==> src/rtl/pixel_queue.sv <==
// Elastic show-ahead pixel FIFO between the packet generator and the I2C slave.
// Optionally drops consecutive duplicate pixels and keeps overflow/drop statistics.
module pixel_queue #(
  parameter int DEPTH = 16,
  parameter int AW    = 4,
  parameter int DEDUP = 1
) (
  input  logic          clk,
  input  logic          rst,
  input  logic          clear,
  input  logic          push,
  input  logic [7:0]    x_in,
  input  logic [7:0]    y_in,
  input  logic [2:0]    color_in,
  input  logic          pop,
  output logic [7:0]    head_x,
  output logic [7:0]    head_y,
  output logic [2:0]    head_color,
  output logic          head_valid,
  output logic          full,
  output logic [AW:0]   count,
  output logic          overflow,
  output logic [7:0]    drop_count,
  output logic [7:0]    status
);

  localparam logic [AW-1:0] PTR_ONE = AW'(1);
  localparam logic [AW:0]   CNT_ONE = (AW+1)'(1);
  localparam logic [AW:0]   CNT_MAX = (AW+1)'(DEPTH);

  logic [18:0]   mem_q [DEPTH];
  logic [AW-1:0] rd_ptr_q, rd_ptr_d;
  logic [AW-1:0] wr_ptr_q, wr_ptr_d;
  logic [AW:0]   count_q, count_d;
  logic          head_valid_q, head_valid_d;
  logic          full_q, full_d;
  logic          overflow_q, overflow_d;
  logic [7:0]    drop_cnt_q, drop_cnt_d;
  logic          dedup_hit_q, dedup_hit_d;
  logic          last_valid_q, last_valid_d;
  logic [18:0]   last_word_q, last_word_d;

  logic [18:0] in_word;
  logic [18:0] head_word;
  logic        pop_eff;
  logic        is_dup;
  logic        accept;
  logic [3:0]  cnt4;

  assign in_word = {color_in, y_in, x_in};
  assign pop_eff = pop && head_valid_q;
  assign is_dup  = (DEDUP != 0) && last_valid_q && (in_word == last_word_q);
  // A pop in the same cycle frees the slot, so a full queue can still accept.
  assign accept  = push && !is_dup && (!full_q || pop_eff);

  always_comb begin
    rd_ptr_d     = rd_ptr_q;
    wr_ptr_d     = wr_ptr_q;
    count_d      = count_q;
    overflow_d   = overflow_q;
    drop_cnt_d   = drop_cnt_q;
    dedup_hit_d  = dedup_hit_q;
    last_valid_d = last_valid_q;
    last_word_d  = last_word_q;

    if (push && is_dup) begin
      dedup_hit_d = 1'b1;
    end else if (push && !accept) begin
      overflow_d = 1'b1;
      if (drop_cnt_q != 8'hFF) drop_cnt_d = drop_cnt_q + 8'd1;
    end

    if (accept) begin
      wr_ptr_d     = wr_ptr_q + PTR_ONE;
      last_word_d  = in_word;
      last_valid_d = 1'b1;
    end
    if (pop_eff) rd_ptr_d = rd_ptr_q + PTR_ONE;

    case ({accept, pop_eff})
      2'b10:   count_d = count_q + CNT_ONE;
      2'b01:   count_d = count_q - CNT_ONE;
      default: count_d = count_q;
    endcase

    full_d       = (count_d == CNT_MAX);
    head_valid_d = (count_d != '0);
  end

  always_ff @(posedge clk) begin
    if (rst || clear) begin
      rd_ptr_q     <= '0;
      wr_ptr_q     <= '0;
      count_q      <= '0;
      head_valid_q <= 1'b0;
      full_q       <= 1'b0;
      overflow_q   <= 1'b0;
      drop_cnt_q   <= '0;
      dedup_hit_q  <= 1'b0;
      last_valid_q <= 1'b0;
      last_word_q  <= '0;
    end else begin
      rd_ptr_q     <= rd_ptr_d;
      wr_ptr_q     <= wr_ptr_d;
      count_q      <= count_d;
      head_valid_q <= head_valid_d;
      full_q       <= full_d;
      overflow_q   <= overflow_d;
      drop_cnt_q   <= drop_cnt_d;
      dedup_hit_q  <= dedup_hit_d;
      last_valid_q <= last_valid_d;
      last_word_q  <= last_word_d;
    end
  end

  always_ff @(posedge clk) begin
    if (!rst && !clear && accept) mem_q[wr_ptr_q] <= in_word;
  end

  // Gate the head so it reads zero while empty instead of stale storage.
  assign head_word  = head_valid_q ? mem_q[rd_ptr_q] : '0;
  assign head_x     = head_word[7:0];
  assign head_y     = head_word[15:8];
  assign head_color = head_word[18:16];
  assign head_valid = head_valid_q;
  assign full       = full_q;
  assign count      = count_q;
  assign overflow   = overflow_q;
  assign drop_count = drop_cnt_q;

  generate
    if (AW >= 4) begin : g_cnt_sat
      assign cnt4 = (count_q > (AW+1)'(15)) ? 4'hF : count_q[3:0];
    end else begin : g_cnt_ext
      assign cnt4 = 4'(count_q);
    end
  endgenerate

  assign status = {head_valid_q, overflow_q, full_q, dedup_hit_q, cnt4};

endmodule

==> config.mk <==
export PLATFORM = sky130hd
export DESIGN_NAME = pixel_queue
export DESIGN_NICKNAME = d
export VERILOG_FILES = /design/src/rtl/pixel_queue.sv
export SDC_FILE = /design/constraint.sdc
export NUM_CORES = 1
export LEC_CHECK = 0
export CAP_MARGIN = 20
export CORE_MARGIN = 1.5
export CORE_UTILIZATION = 45
export CTS_BUF_LIST = sky130_fd_sc_hd__clkbuf_16
export CTS_CLUSTER_DIAMETER = 30
export DETAILED_ROUTE_END_ITERATION = 6
export HOLD_SLACK_MARGIN = 0.05
export PLACE_DENSITY = 0.73
export SLEW_MARGIN = 20
export SYNTH_ARGS = -nofsm -noshare
export SYNTH_HDL_FRONTEND = slang
export SYNTH_SLANG_ARGS = --single-unit
==> constraint.sdc <==
create_clock -name clk -period 9.7 [get_ports clk]
set_input_delay 1.94 -clock clk [delete_from_list [all_inputs] [get_ports clk]]
set_output_delay 1.94 -clock clk [all_outputs]
set_load 0.05 [all_outputs]
# Yosys cells after proc, flatten, opt, wreduce, memory -nomap -nowiden
# Memory sizes are Yosys's and may differ from the RTL's. A register that Yosys moved wholly into a read port is not among the register bits.
# Index checks and enable logic that the tools add are counted.
[word_totals]
output_inout_bits = 43
ramBits = 304
n_memories = 1
regBits = 45
in_bits = 24
elab_cells = 48
[memory_table]
columns = ["name", "depth", "word_bits", "rd", "rd_ports_with_merged_regs", "write_ports", "line_no", "text"]
rows = [
  ["mem_q", 16, 19, 1, 1, 1, "31", "logic [18:0] mem_q [DEPTH];"],
]
[classes]
n_addsub = 5
n_mux = 7
eq_ne = 5
n_bitwise = 1
n_reduce_logical = 18
n_lt_le_gt_ge = 1
[ops]
columns = ["operator", "count"]
rows = [
  ["$eq 19x19->1", 1],
  ["$mux 19", 1],
  ["$mux 4", 3],
  ["$pmux 5 s2", 1],
  ["$add 4x1->4 const B", 2],
  ["$add 8x1->8 const B", 1],
  ["$logic_and 1x1->1", 8],
  ["$ne 8x8->1 const B", 1],
  ["$add 5x1->5 const B", 1],
  ["$eq 5x5->1 const B", 1],
  ["$gt 5x4->1 const B", 1],
  ["$logic_not 1->1", 5],
  ["$reduce_bool 5->1", 1],
  ["$sub 5x1->5 const B", 1],
  ["$reduce_and 3->1", 1],
  ["$eq 2x1->1 const B", 1],
  ["$eq 2x2->1 const B", 1],
  ["$logic_or 1x1->1", 2],
  ["$mux 1", 2],
  ["$reduce_and 2->1", 1],
  ["$not 1->1", 1],
]

# Longest topological paths before layout
[depth]
depth_word = 8
mapped_depth = 14
ltp_nobuf = 13

# Worst setup path before layout
# Ideal clock, no wire load.
[synth_path]
path_type = "input -> register"
startpoint = "in y_in[4]"
endpoint = "mem mem_q[11][0] (enable)"
required_ps = 9256
setup_slack_ps = 4568
arrival_ps = 4689
stages = 7
setup_ps = 444
path_buffers = 1
path_cell_list = "xnor2_1 -> nand4_1 -> nor2_1 -> a21oi_1 -> buf_2 -> inv_2 -> nor4_1"
[synth_via]
elab_chain_cells = 8
[synth_rtl]
columns = ["element", "line_no", "text"]
rows = [
  ["from (decl)", "13", "input logic [7:0] y_in,"],
  ["$eq 19x19->1", "52", "assign is_dup = (DEDUP != 0) && last_valid_q && (in_word == last_word_q);"],
  ["$logic_and 1x1->1", "52", ""],
  ["$logic_not 1->1", "54", "assign accept = push && !is_dup && (!full_q || pop_eff);"],
  ["$logic_and 1x1->1 (2 in a row)", "54", ""],
  ["$logic_and 1x1->1", "117", "if (!rst && !clear && accept) mem_q[wr_ptr_q] <= in_word;"],
  ["$mux 1", "117", ""],
  ["$mux 1 (implied by the code)", "117", ""],
  ["to (decl)", "31", ""],
]
# Every way passes these cells.

==> results.cfg <==
[timing]
hold_slack_ns = 0.4599
setup_viol = 0
rsz0062_at_grt = false
fmax_mhz = 162.5
tightestPinTransition_ns = 1.065
clock_skew_ns = 0.01403
fin_crit_sh_pct = 63.43
slew-limit-headroom_pct = 28.82
final.setup.tns_ns = 0
final_hold_viol_count = 0
timing.final.max_slew_violations = 0
period_needed_ns = 6.152

[placed_design]
hpwl_um = 16430
io_buffers = 66
place.gp.congestion = 0.7477

[critical_path]
slowest_stage = dfxtp_4
worstPathRequired_ns = 7.76
critPathCaptureType = output port
cp-start-kind = flip-flop
worstPathArrival_ns = 4.21
cpMostUsedCell = mux4_2
slowest_delay_ns = 0.87
critPathKind = reg -> out
crit_fanout = 40
timing.rr.start = head_valid
crit_buf_inv = 2
path_cells = buf_4 > mux4_2 > mux4_2 > and2_1 > clkdlybuf4s50_1
crit_family = buffers and inverters

[synthesis]
synthArstFlopShare_pct = 0
synthCells = 737
postSynthAreaPerCell_um2 = 18.93
yosys_warnings = 0
synth_edf_count = 304
syn_nets = 772
syn_area_um2 = 13950
synth_cell_types = 44
yosysSeqAreaShare_pct = 72.45
synth_ff_type = edfxtp_1
ys_seq_elements = 353

[floorplanning]
start_util_pct = 45.62
fp-row-count = 64
die-area_um2 = 32070
die_w_um = 179.1
core_area_um2 = 30590
die_y_um = 179.1
ioPinCount = 67

[clock_network]
cts_resized = 0
cts-buffers-inserted = 61
tritoncts = done
path_clk_slew_ns = 0.05
cts_sinks = 353
ctsRootBufferMaster = clkbuf_16
postCtsHoldBufs = 0
htree_levels = 2
max-clock-path-buffers = 3
clk_latency_ns = 0.57
cts_setup_buffers = 0

[global_routing]
grt.overflow.total = 0
grt_max_degree = 50
grt_first_pass_wirelength_um = 46950
antenna_found_initial = 0
grt_usage_pct = 20.32
grt_pass1_vias = 7719

[routing]
drt-wirelength-per-cell_um = 24.21
vias = 7389
drt_wl_total_um = 31300
drc = 0
vias_per_cell = 5.715
ant_nets = 0
first_iter_violations = 770
drtPass1Iterations = 5

[job]
drv_cap = 0

[outcome]
outcome = finished clean

[pwr]
peakVddDrop_uv = 130.7
p_leak_nw = 5.594
powerDensity_nw_per_um2 = 231.7

[layout]
layout-drive-gt1-share_pct = 26.87
final_nets = 884
antenna_cells = 0
syn_to_final_growth_pct = 24.21

[worst_hold_path]
worstHoldStart = last_word_q[16]
hp-class = reg -> reg
[flip-flops by register name, indices dropped and copies added (netlist names), named ones only]
| register | flops |
|---|---|
| head_valid | 1 |
| rd_ptr_q | 4 |
| dedup_hit_q | 1 |
| last_word_q | 19 |
| drop_count | 8 |
| count | 5 |
| full | 1 |
| last_valid_q | 1 |
| wr_ptr_q | 4 |
| overflow | 1 |
| mem_q | 304 |
[kinds of logic after synthesis]
| group | synth area share, % |
|---|---|
| buffers and inverters | 1.793 |
| AO/OA/AOI/OAI | 2.170 |
| multiplexers | 15.55 |
| AND/OR/NAND/NOR | 5.300 |
| adder cells (fa/ha/maj) | 1.040 |
| XOR/XNOR | 1.695 |
| flip-flops | 72.45 |
[worst paths after layout]
kind / end / slack, ns / depth (start not counted)
worst max-delay path: head_x[5] / 3.55 / 5
worst min-delay path: last_word_q[16] / 0.46 / 2
worst max register to register: mem_q[5][16] / 6.19 / 8
worst min register to register: last_word_q[16] / 0.46 / 2
[metal layers]
metal  vias to the layer above  GRT usage (%)  routed length (um)
met4                         0          6.646                 644
met2                       309          32.71               15310
met5                         -              0                   0
li1                       3199              -                   -
met3                        44          4.686                2431
met1                      3837          27.48               12920
[synth_stat cells (3+ instances only)]
cell type  count  area (um2)
edfxtp_1     304        9129
mux4_2        95        2140
dfxtp_1       49       980.9
nand2_1       33       123.9
nor2_1        29       108.9
nand3_1       27       135.1
xnor2_1       23       201.4
and2_1        21       131.4
o21ai_1       20       100.1
clkbuf_1      17       63.81
a21oi_1       13       65.06
buf_2         10       50.05
ha_1          10       125.1
nand4_1        8       50.05
and3_1         7       43.79
buf_1          5       18.77
buf_6          5       56.30
inv_1          5       18.77
a21o_1         4       30.03
buf_4          4       30.03
nor3_1         4       20.02
nor4_1         4       25.02
or2_2          4       25.02
or3_1          4       25.02
xor2_1         4       35.03
a31oi_1        3       18.77
mux2i_1        3       30.03
[power breakdown]
group | internal, mW | total (mW) | leakage, nW | switching, mW
Combinational | 0.0434 | 0.113 | 1.39 | 0.0699
Clock | 1.52 | 2.24 | 1.07 | 0.719
Sequential | 1.66 | 1.67 | 3.13 | 0.00923
Total | 3.22 | 4.02 | 5.59 | 0.799
[stage by stage]
| step | instances | utilization, % | setup WS, ns | area, um2 | power (mW) |
|---|---|---|---|---|---|
| after floorplan | 737 | - | 4.568 | 13950 | 1.757 |
| after global placement | 1182 | 49.55 | 3.933 | 15160 | 1.807 |
| after detailed placement | 1182 | 49.55 | 3.842 | 15160 | 1.809 |
| after CTS | 1293 | 56.66 | 3.419 | 17330 | 4.042 |
| after global routing | 1293 | 56.66 | 3.268 | 17330 | 4.115 |
| final | 1293 | 56.66 | 3.548 | 17330 | 4.016 |
[layout by cell type (no fill, tap or decap), types with 5 or more instances in the layout]
cell type	n
o21ai_1	20
ha_1	10
edfxtp_1	304
bufinv_16	13
clkbuf_16	63
nand2_1	33
dfxtp_1	45
nand3_1	27
inv_1	13
clkdlybuf4s50_1	66
clkinvlp_4	8
mux4_2	95
xnor2_1	23
buf_4	25
clkinv_2	5
nor2_2	5
nand4_1	8
and2_1	21
inv_6	6
clkinv_1	6
and3_1	7
nor2_1	22
a21oi_1	12
[layout make-up]
cell class / instances / area (um2)
clock buffer: 63 / 1577
clock inverter: 48 / 598.1
fill: 2259 / 13260
inverter: 7 / 26.28
multi-input combinational: 335 / 3667
sequential: 353 / 10120
tap: 396 / 495.5
timing repair buffer: 91 / 848.3
[worst reg2reg max path, cell delays in order (launching register included)]
cell,delay [ns]
dfxtp_2,0.69
nand2_1,0.23
nand2_1,0.11
nand2_1,0.08
a21oi_4,0.14
buf_4,0.44
nand3_1,0.36
nor2_2,0.74
buf_4,0.38
Power figures use the tool's default switching activity.
